**src/rtl/bus_arbiter_4_way_16_if.sv**
```systemverilog
// Handshake/bus bundle between four requesters, the arbiter and its downstream consumer.
interface bus_arbiter_4_way_16_if;
  logic [3:0]  req;
  logic [15:0] a;
  logic [15:0] b;
  logic [15:0] c;
  logic [15:0] d;
  logic        out_ready;
  logic        out_valid;
  logic [15:0] out;
  logic [1:0]  select;
  logic [3:0]  grant;
  logic [3:0]  done;

  modport slave (
    input  req, a, b, c, d, out_ready,
    output out_valid, out, select, grant, done
  );

  modport master (
    output req, a, b, c, d, out_ready,
    input  out_valid, out, select, grant, done
  );
endinterface

```
**src/rtl/bus_arbiter_4_way_16.sv**
```systemverilog
// Four-way round-robin arbiter: captures the winner's 16-bit word and holds it until downstream accepts.
module bus_arbiter_4_way_16 (
  input logic                    clock,
  input logic                    reset,
  bus_arbiter_4_way_16_if.slave  bus
);

  typedef enum logic {IDLE, BUSY} state_t;

  state_t      state_q;
  logic [1:0]  last_q;
  logic [1:0]  select_q;
  logic [3:0]  grant_q;
  logic [15:0] out_q;
  logic        out_valid_q;

  logic [1:0]  idx [4];
  logic [1:0]  winner_d;
  logic [15:0] word_d;

  // idx[0] is the highest-priority candidate (last+1), idx[3] is last itself.
  generate
    for (genvar gi = 0; gi < 4; gi++) begin : g_rot
      assign idx[gi] = last_q + 2'(gi + 1);
    end
  endgenerate

  always_comb begin
    winner_d = idx[0];
    for (int k = 3; k >= 0; k--) begin
      if (bus.req[idx[k]]) winner_d = idx[k];
    end
  end

  always_comb begin
    word_d = bus.a;
    case (winner_d)
      2'd0:    word_d = bus.a;
      2'd1:    word_d = bus.b;
      2'd2:    word_d = bus.c;
      default: word_d = bus.d;
    endcase
  end

  always_ff @(posedge clock or posedge reset) begin
    if (reset) begin
      state_q     <= IDLE;
      last_q      <= 2'd3;
      select_q    <= 2'd0;
      grant_q     <= 4'b0000;
      out_q       <= 16'h0000;
      out_valid_q <= 1'b0;
    end else begin
      case (state_q)
        IDLE: begin
          if (bus.req != 4'b0000) begin
            state_q     <= BUSY;
            select_q    <= winner_d;
            grant_q     <= 4'b0001 << winner_d;
            out_q       <= word_d;
            out_valid_q <= 1'b1;
          end
        end
        BUSY: begin
          // Captured word and grant are frozen until downstream accepts; req is not looked at.
          if (bus.out_ready) begin
            state_q     <= IDLE;
            last_q      <= select_q;
            grant_q     <= 4'b0000;
            out_valid_q <= 1'b0;
          end
        end
        default: state_q <= IDLE;
      endcase
    end
  end

  assign bus.out_valid = out_valid_q;
  assign bus.out       = out_q;
  assign bus.select    = select_q;
  assign bus.grant     = grant_q;
  assign bus.done      = (out_valid_q && bus.out_ready) ? grant_q : 4'b0000;

endmodule

```
**src/flat_wrapper.sv**
```systemverilog
// flat-port wrapper written by rule: the top's interface ports become plain ports
module bus_arbiter_4_way_16_flat 
  (clock, reset, bus_req, bus_a, bus_b, bus_c, bus_d, bus_out_ready, bus_out_valid, bus_out, bus_select, bus_grant, bus_done);
  bus_arbiter_4_way_16_if bus_i ();
  input logic clock;
  input logic reset;
  input wire logic [$bits(bus_i.req)-1:0] bus_req;
  input wire logic [$bits(bus_i.a)-1:0] bus_a;
  input wire logic [$bits(bus_i.b)-1:0] bus_b;
  input wire logic [$bits(bus_i.c)-1:0] bus_c;
  input wire logic [$bits(bus_i.d)-1:0] bus_d;
  input wire logic [$bits(bus_i.out_ready)-1:0] bus_out_ready;
  output wire logic [$bits(bus_i.out_valid)-1:0] bus_out_valid;
  output wire logic [$bits(bus_i.out)-1:0] bus_out;
  output wire logic [$bits(bus_i.select)-1:0] bus_select;
  output wire logic [$bits(bus_i.grant)-1:0] bus_grant;
  output wire logic [$bits(bus_i.done)-1:0] bus_done;
  assign bus_i.req = bus_req;
  assign bus_i.a = bus_a;
  assign bus_i.b = bus_b;
  assign bus_i.c = bus_c;
  assign bus_i.d = bus_d;
  assign bus_i.out_ready = bus_out_ready;
  assign bus_out_valid = bus_i.out_valid;
  assign bus_out = bus_i.out;
  assign bus_select = bus_i.select;
  assign bus_grant = bus_i.grant;
  assign bus_done = bus_i.done;
  bus_arbiter_4_way_16 u_core (.clock(clock), .reset(reset), .bus(bus_i));
endmodule
```
**config.mk**
```make
export PLATFORM = sky130hd
export DESIGN_NAME = bus_arbiter_4_way_16_flat
export DESIGN_NICKNAME = d
export VERILOG_FILES = /design/src/rtl/bus_arbiter_4_way_16_if.sv /design/src/rtl/bus_arbiter_4_way_16.sv /design/src/flat_wrapper.sv
export SDC_FILE = /design/constraint.sdc
export NUM_CORES = 1
export LEC_CHECK = 0
export BUFFER_PORTS_ARGS = -buffer_cell sky130_fd_sc_hd__buf_2
export CAP_MARGIN = 15
export CORE_MARGIN = 10
export CORE_UTILIZATION = 40
export CTS_CLUSTER_SIZE = 24
export DETAILED_ROUTE_END_ITERATION = 6
export GPL_TIMING_DRIVEN = 0
export PLACE_DENSITY = 0.77
export SLEW_MARGIN = 15
export SYNTH_ARGS = -nofsm -noshare
export SYNTH_HDL_FRONTEND = slang
export SYNTH_SLANG_ARGS = --single-unit
```
**constraint.sdc**
```tcl
create_clock -name clock -period 1.8 [get_ports clock]
set_clock_uncertainty 0.1 [all_clocks]
set_input_delay 0.09 -clock clock [delete_from_list [all_inputs] [get_ports clock]]
set_output_delay 0.09 -clock clock [all_outputs]
set_load 0.03 [all_outputs]
```
Word-level counts from Yosys, hierarchy flattened:

Cells that the tools add are included.

* register bits after elaboration: 26
* input bits: 71
* output and inout port bits: 27
* logic and storage cells: 48

* add/sub/neg operators: 3
* order comparisons: 4
* equal/unequal tests: 4
* shift-type cells: 1
* muxes and demuxes: 23
* bitwise gates (word level): 1
* reductions and logical operators: 6

Operators with widths (count)
* $pmux W16 S3: 1
* $lt A2 B3 Y1 const B: 4
* $mux W4: 3
* $bmux W1 S2: 4
* $mux W1: 8
* $mux W2: 4
* $pmux W4 S2: 1
* $reduce_and A2 Y1: 3
* $add A2 B2 Y2 const B: 2
* $pmux W1 S2: 2
* $reduce_bool A4 Y1: 1
* $shl A1 B2 Y4 const A: 1
* $add A2 B1 Y2 const B: 1
* $eq A2 B1 Y1 const B: 1
* $eq A2 B2 Y1 const B: 1
* $logic_not A2 Y1: 1
* $ne A2 B1 Y1 const B: 1
* $ne A2 B2 Y1 const B: 1
* $logic_and A1 B1 Y1: 1
* $not A1 Y1: 1

Depth between registers and ports, before layout:

Gate-level depths: netlist (run 1).

* word-level depth: 9
* mapped depth: 8
* depth with buffers taken out: 5

Least setup slack after synthesis (run 1):

Ideal clock, no wire load.

* kind: register -> register
* from: reg u_core.last_q[1]
* to: reg u_core.out_q[4], in the netlist u_core.bus.out[4]
* setup time: 0.137 ns
* arrival: 1.577 ns
* data required time: 1.563 ns
* slack: -0.015 ns
* cell stages (with the launch flop): 8
* buffers on the path: 3
* period minus slack after synthesis: 1.815 ns
* cells stage by stage: dfstp_2 > clkbuf_2 > inv_1 > o32a_1 > buf_2 > buf_4 > o22ai_1 > o31ai_2

* cells in the longest elaborated chain, start to end: 8
* elaborated cells on any way between the ends: 19
* classes of those cells: 3 x add/sub; 2 x eq/ne; 13 x mux; 1 x reduce/logical

RTL lines
* start, declared: RTL line bus_arbiter_4_way_16.sv:11 `logic [1:0] last_q;`
* start signal, assigned: RTL line bus_arbiter_4_way_16.sv:68 `last_q <= select_q;`
* $add A2 B2 Y2 or $bmux W1 S2 (tied branches): RTL line bus_arbiter_4_way_16.sv:24, bus_arbiter_4_way_16.sv:31
* $bmux W1 S2 or $mux W1 (tied branches): RTL line bus_arbiter_4_way_16.sv:31 `if (bus.req[idx[k]]) winner_d = idx[k];`
* $mux W1 (not written as such) or $mux W2 (tied branches): RTL line bus_arbiter_4_way_16.sv:31
* $mux W2 (2 in a row): RTL line bus_arbiter_4_way_16.sv:31
* $mux W2 (*): RTL line bus_arbiter_4_way_16.sv:31
* $eq A2 B2 Y1, or another cell as far along: RTL line bus_arbiter_4_way_16.sv:37 `case (winner_d)`
* $pmux W16 S3 (*): RTL line bus_arbiter_4_way_16.sv:37
* end signal, assigned: RTL line bus_arbiter_4_way_16.sv:60 `out_q <= word_d;`
* end, declared: RTL line bus_arbiter_4_way_16.sv:14 `logic [15:0] out_q;`

Mark *: on every way between the ends. The rest lies on a longest branch, timed or not. The select of a mux whose other input is x is not followed.
A chain may end at the register's enable or synchronous reset.

Worst setup path after layout (run 1):

* from: reg u_core.last_q[0]
* to: reg u_core.out_q[0], in the netlist u_core.bus.out[0]

Same word-level chain as after synthesis.

==> flow_summary.yaml, run 1 <==
detailed_routing:
  antenna_left: 0
  wl_mm: 6.57
  dr.pass1.iters: 4
  via_per_inst: 5.55
  via_count: 1983
  first_iter_violations: 177
  route.detailed.drc: 0
  routedWlPerCell_microns: 18.4
placement:
  numPlacedInstances: 335
  dpl_cell_area_sq_mm: 0.00224
  routabilityCongestion: 0.872
  port_buffers: 97
  pre_cts_ws_ns: -0.267
  hpwl_mm: 4.57
critical_path:
  cp.required_ns: 1.86
  crit_cells: 7
  cp_top_family: "flip-flops"
  cp-end-kind: "register"
  crit_chain: "nand2b_4, a21oi_2, o32a_1, buf_6, clkbuf_16, o22ai_4, o31ai_2"
  start_kind: "register"
  critPathLaunch: "u_core.last_q[0]"
  cp.arrival_ns: 1.91
  cp.buffers_inverters: 2
  cp_slowest_cell: "dfstp_2"
  critPathMaxFanout: 6
  rr_startpoint: "u_core.last_q[0]"
  crit_path_max_incr_delay_ns: 0.64
  criticalPathCategory: "reg2reg"
  rr_worst_depth: 7
worst_hold_path:
  whs_path_depth: 3
  hold_start: "bus_d[11]"
  min_path_type: "in2reg"
yosys:
  synth_edf_count: 0
  synth_cell_types: 32
  synth.most_common_cell: "dfrtp_1"
  synth_top_cell_area_share_pct: 35.6
  async_flop_share_pct: 100
  synth.top_cells.by_area: "dfrtp_1, a211oi_2, a31oi_1"
  syn-instance-count: 188
  syn_nets: 259
  yosys_warnings: 0
  synthesis.area_sq_mm: 0.00169
  synth_largest_area_cell: "dfrtp_1"
  synth-seq-cells: 26
  synth-main-ff-cell: "dfrtp_1"
  synth_seq_area_share_pct: 38.7
  netlist_top_cells_count: "dfrtp_1, nand2_1, inv_1, a31oi_1, o22ai_1"
  avgSynthCellArea_sq_um: 8.98
clocking:
  clk_path_buf_depth: 2
  tritoncts: "yes"
  clock_sinks: 26
  cts_buffers: 3
  root_buffer: "clkbuf_8"
  clk_pin_slew_ns: 0.09
  worstSkewPairLatency_ns: 0.27
  htree_levels: 1
timing:
  rsz0062_at_grt: "yes"
  worstMarginPinSlew_ns: 1.01
  relSlewSlack_pct: 32.7
  setup_tns_ns: -0.113
  clock.fmax_mhz: 541
  period_needed_ns: 1.85
  min_period_over_period_pct: 103
  fin_ws_ns: -0.0493
  finalHoldViolations: 0
  finalMaxSlewViolations: 0
  setup_viol: 5
pwr:
  switching_power_w: 0.00198
  pwr-share-clk_pct: 11.4
  vdd_ir_drop_max_v: 0.000870
  p_comb_share_pct: 64.8
  sequentialPowerShare_pct: 23.8
  total_power_w: 0.00429
  powerDensity_mw_per_mm2: 1590
  switching_share_pct: 46.1
  power.internal_w: 0.00232
  p_leak_nw: 1.34
outcome:
  outcome: "finished with violations"
  failed_checks: "setup timing"
floorplan:
  coreArea_sq_mm: 0.00406
  fp.dieH_microns: 85.0
  io_pins: 98
  die_w_microns: 85.0
  die_area_sq_mm: 0.00722
  rows: 23
  start_util_pct: 41.6
layout:
  stdcell_count: 357
  postLayoutCellArea_sq_mm: 0.00271
  fillers: 310
  seq_area_sq_um: 653
  multi_input_area_sq_mm: 0.00106
  syn2layout_area_growth_pct: 60.2
  layout-drive-gt1-share_pct: 57.3
  final_nets: 379
  antenna_cells: 0
global_route:
  antenna_found_initial: 0
  met1_usage_pct: 18.1
  busiest_layer: "met2"
  grt.total_usage_pct: 16.8
  met2_usage_pct: 30.0
  grt_max_degree: 27
  globalRouteOverflowTotal: 0
  grt_first_pass_wirelength_mm: 10.3
  grt_pass1_vias: 2158
  use_met3_pct: 4.97
run:
  maxCapViolations: 0
power by group through the flow:
stage,clock [W],combinational [W],sequential [W]
detailed placement,0,0.00211,0.00100
global placement,0,0.00208,0.000988
finish,0.000491,0.00278,0.00102
CTS,0.000494,0.00250,0.00103
global route,0.000512,0.00297,0.00106
floorplan,0,0.00107,0.00143
registers in the layout (all words and copies together), names as in the netlist:
name	cells
u_core.bus.out_valid	1
u_core.bus.out	16
u_core.last_q	2
u_core.bus.grant	4
u_core.state_q	1
u_core.bus.select	2
cell families (layout without fill, tap and decap cells):
kind of cell              count (synthesis)  in the layout  synth area share, %
and+or+nand+nor                          43             43                 11.9
xor gates and xnor gates                  1              1                0.519
AOI/OAI and AO/OA                        81             81                 37.7
muxes                                     3              3                 2.00
buffers and inverters                    34            153                 9.18
DFF                                      26             26                 38.7
routing by layer:
layer / wire length [microns] / up-vias
met1: 2530 / 947
met4: 166 / 0
met3: 449 / 16
li1: - / 940
met2: 3430 / 80
met5: 0 / -
through the flow:
step,util [%],hold slack [ns]
final,66.7,0.0334
after global routing,66.7,0.0286
after CTS,63.4,0.0232
after detailed placement,55.2,0.286
after global placement,55.2,0.257
after floorplan,-,0.0285
layout by cell type (no fill, tap or decap), types with 2 or more instances in the layout:
master and count:
nand2b_1 3, a211oi_2 9, o22ai_1 7, buf_4 18, nand2b_4 2, dfrtp_1 24, clkbuf_2 3, buf_2 99
o22ai_4 7, nand3_1 4, o21ai_0 5, o31ai_2 8, a21oi_2 2, and3_1 4, o31ai_1 9, a31oi_1 15
buf_8 2, clkbuf_8 3, dfstp_2 2, inv_1 18, buf_6 3, a211oi_1 6, buf_12 2, nor2_1 4
nand2_1 21, o22ai_2 2, mux2_2 3
timing repair:
item                                    in CTS  in global routing
resized for setup                           30                 24
endpoints found under the setup margin      21                 21
hold buffers                                 1                  0
buffers inserted                            13                  4
cloned                                       1                  2
endpoints found under the hold margin       24                  0
pin swaps                                    7                 12
worst paths after layout:
| check | endpoint | slack [ns] |
|---|---|---|
| setup / recovery | u_core.bus.out[0] | -0.05 |
| hold / removal | u_core.bus.out[11] | 0.03 |
| setup reg to reg | u_core.bus.out[0] | -0.05 |
| hold reg to reg | u_core.bus.out[13] | 0.39 |
| max in group asynchronous | u_core.state_q | 0.45 |
| min in group asynchronous | u_core.bus.out[0] | 0.54 |
worst reg2reg max path, cell delays in order, from the launching register on:
cell	delay [ns]
dfstp_2	0.64
nand2b_4	0.18
a21oi_2	0.06
o32a_1	0.21
buf_6	0.16
clkbuf_16	0.16
o22ai_4	0.14
o31ai_2	0.09
cell type report:
type | count | share of cell area [%]
Sequential cell | 26 | 24.1
Clock inverter | 1 | 1.11
Clock buffer | 3 | 1.53
Inverter | 19 | 2.64
Tap cell | 50 | 2.31
Multi-Input combinational cell | 128 | 39.2
Buffer | 13 | 4.39
Timing Repair Buffer | 117 | 24.7
Note: power is estimated with default switching activity, not from simulation.
==> inputs of run 2 (changes only) <==
--- a/config.mk
+++ b/config.mk
@@ -11,7 +11,6 @@
 export CORE_UTILIZATION = 40
 export CTS_CLUSTER_SIZE = 24
 export DETAILED_ROUTE_END_ITERATION = 6
-export GPL_TIMING_DRIVEN = 0
 export PLACE_DENSITY = 0.77
 export SLEW_MARGIN = 15
 export SYNTH_ARGS = -nofsm -noshare
==> constraint.sdc (replaced) <==
create_clock -name clock -period 1.7 [get_ports clock]
set_clock_uncertainty 0.1 [all_clocks]
set_input_delay 0.085 -clock clock [delete_from_list [all_inputs] [get_ports clock]]
set_output_delay 0.085 -clock clock [all_outputs]
set_load 0.03 [all_outputs]
==> run 2 against run 1 <==
Against the previous run: the flow still finishes with violations (setup timing); wire length grew 2.8%; clock power grew 10%; via count shrank 1.4%; non-clock buffer count shrank 8; largest power group unchanged.
==> flow_summary.yaml, run 2 (synthesized netlist as in run 1, its figures left out) <==
layout:
  fillers: 330
  multi_input_area_sq_mm: 0.00103
  layout_common_cells: "buf_2, dfrtp_1, nand2_1"
  layout_commonest_cell: "buf_2"
  final_nets: 371
  seq_area_sq_um: 653
  antenna_cells: 0
  layout-drive-gt1-share_pct: 57.9
  syn2layout_area_growth_pct: 55.1
  largest_reg_flops: 16
pwr:
  total_power_w: 0.00439
  powerDensity_mw_per_mm2: 1680
  p_comb_share_pct: 63.1
  sequentialPowerShare_pct: 24.6
  p_leak_nw: 1.32
  switching_share_pct: 47.1
  power.internal_w: 0.00232
  vdd_ir_drop_max_v: 0.000852
  pwr-share-clk_pct: 12.3
  switching_power_w: 0.00207
clocking:
  root_buffer: "clkbuf_8"
  clk_path_buf_depth: 2
  cts_buffers: 3
  htree_levels: 1
  clk_pin_slew_ns: 0.10
  clock_sinks: 26
  worstSkewPairLatency_ns: 0.28
  tritoncts: "yes"
critical_path:
  criticalPathCategory: "reg2reg"
  crit_chain: "nand2b_4, a21o_1, and3_4, buf_6, a211oi_2, o31ai_1"
  cp.buffers_inverters: 1
  cp-end-kind: "register"
  cp_top_family: "flip-flops"
  start_kind: "register"
  crit_path_max_incr_delay_ns: 0.63
  cp.required_ns: 1.79
  cp_slowest_cell: "dfstp_2"
  critPathMaxFanout: 5
  cp.arrival_ns: 1.93
detailed_routing:
  via_per_inst: 5.60
  first_iter_violations: 109
  wl_mm: 6.75
  antenna_left: 0
  dr.pass1.iters: 5
  route.detailed.drc: 0
  routedWlPerCell_microns: 19.3
  via_count: 1955
global_route:
  grt_max_degree: 32
  grt.total_usage_pct: 17.5
  globalRouteOverflowTotal: 0
  grt_pass1_vias: 2153
  met2_usage_pct: 31.3
  antenna_found_initial: 0
  use_met3_pct: 4.49
  met1_usage_pct: 19.6
  grt_first_pass_wirelength_mm: 10.7
  busiest_layer: "met2"
timing:
  setup_viol: 19
  relSlewSlack_pct: 77.3
  clock.fmax_mhz: 542
  period_needed_ns: 1.84
  min_period_over_period_pct: 108
  worstMarginPinSlew_ns: 0.340
  fin_ws_ns: -0.144
  rsz0062_at_grt: "yes"
  finalHoldViolations: 0
  finalMaxSlewViolations: 0
placement:
  hpwl_mm: 4.85
  port_buffers: 97
  routabilityCongestion: 0.900
  pre_cts_ws_ns: -0.0904
floorplan:
  io_pins: 98
  die_w_microns: 85.0
  start_util_pct: 41.6
  rows: 23
  die_area_sq_mm: 0.00722
  fp.dieH_microns: 85.0
  coreArea_sq_mm: 0.00406
worst_hold_path:
  min_path_type: "in2reg"
outcome:
  outcome: "finished with violations"
  failed_checks: "setup timing"
run:
  maxCapViolations: 0
[run 2: cell count changes in the layout (fill, tap and decap cells not counted), moves of 3 or more]
cell	delta
o22ai_1	-3
buf_6	+4
o22ai_4	-7
o22ai_2	+10
clkbuf_2	-3
buf_4	-4
[run 2: final timing paths]
check | slack (ns) | startpoint | endpoint | cells after the start
max | -0.14 | u_core.last_q[0] | u_core.bus.out[8] | 6
min | 0.006 | bus_d[1] | u_core.bus.out[1] | 3
max reg2reg | -0.14 | u_core.last_q[0] | u_core.bus.out[8] | 6
min reg2reg | 0.39 | u_core.bus.out[7] | u_core.bus.out[7] | 2
max in group asynchronous | 0.90 | reset | u_core.last_q[1] | 4
min in group asynchronous | 0.29 | reset | u_core.bus.out[2] | 4
[run 2: cell type report]
cell class | count | share of cell area [%]
multi-input cells | 128 | 39.2
repair buffers | 122 | 28.0
flip-flops and latches | 26 | 24.9
inverters | 19 | 2.72
well taps | 50 | 2.39
clock buffers | 3 | 1.58
clock inverters | 1 | 1.15
[run 2: what timing repair did]
item,CTS,global route
endpoints found under the hold margin,24,0
buffers inserted,3,0
setup endpoints to repair,17,21
hold buffers,1,0
resized for setup,16,10
gates cloned,1,0
pin swaps,10,10
[run 2: through the flow]
stage                     TNS [ns]  cells  instance area [sq um]  util, %  hold WS, ns
after floorplan             -0.358    188                   1780        -       0.0235
after global placement           0    340                   2390     58.8       0.0629
after detailed placement    -0.346    340                   2390     58.8       0.0659
after CTS                   -0.930    349                   2570     63.2       0.0139
after global routing         -3.23    349                   2620     64.6       0.0128
final                        -1.87    349                   2620     64.6      0.00584
[run 2: power groups by stage]
stage | Clock, W | Sequential (W) | Combinational, W
detailed placement | 0 | 0.00109 | 0.00244
global route | 0.000563 | 0.00112 | 0.00296
floorplan | 0 | 0.00152 | 0.00125
global placement | 0 | 0.00107 | 0.00239
CTS | 0.000530 | 0.00108 | 0.00265
finish | 0.000541 | 0.00108 | 0.00277
[run 2: layer usage]
layer / vias to the layer above / wire (microns)
met1: 935 / 2710
li1: 921 / -
met3: 10 / 497
met4: 0 / 106
met2: 89 / 3440
met5: - / 0
[run 2: tightest hold or removal path: stages]
cell and delay (ns):
buf_2 0.10, o22ai_2 0.09, o31ai_2 0.08
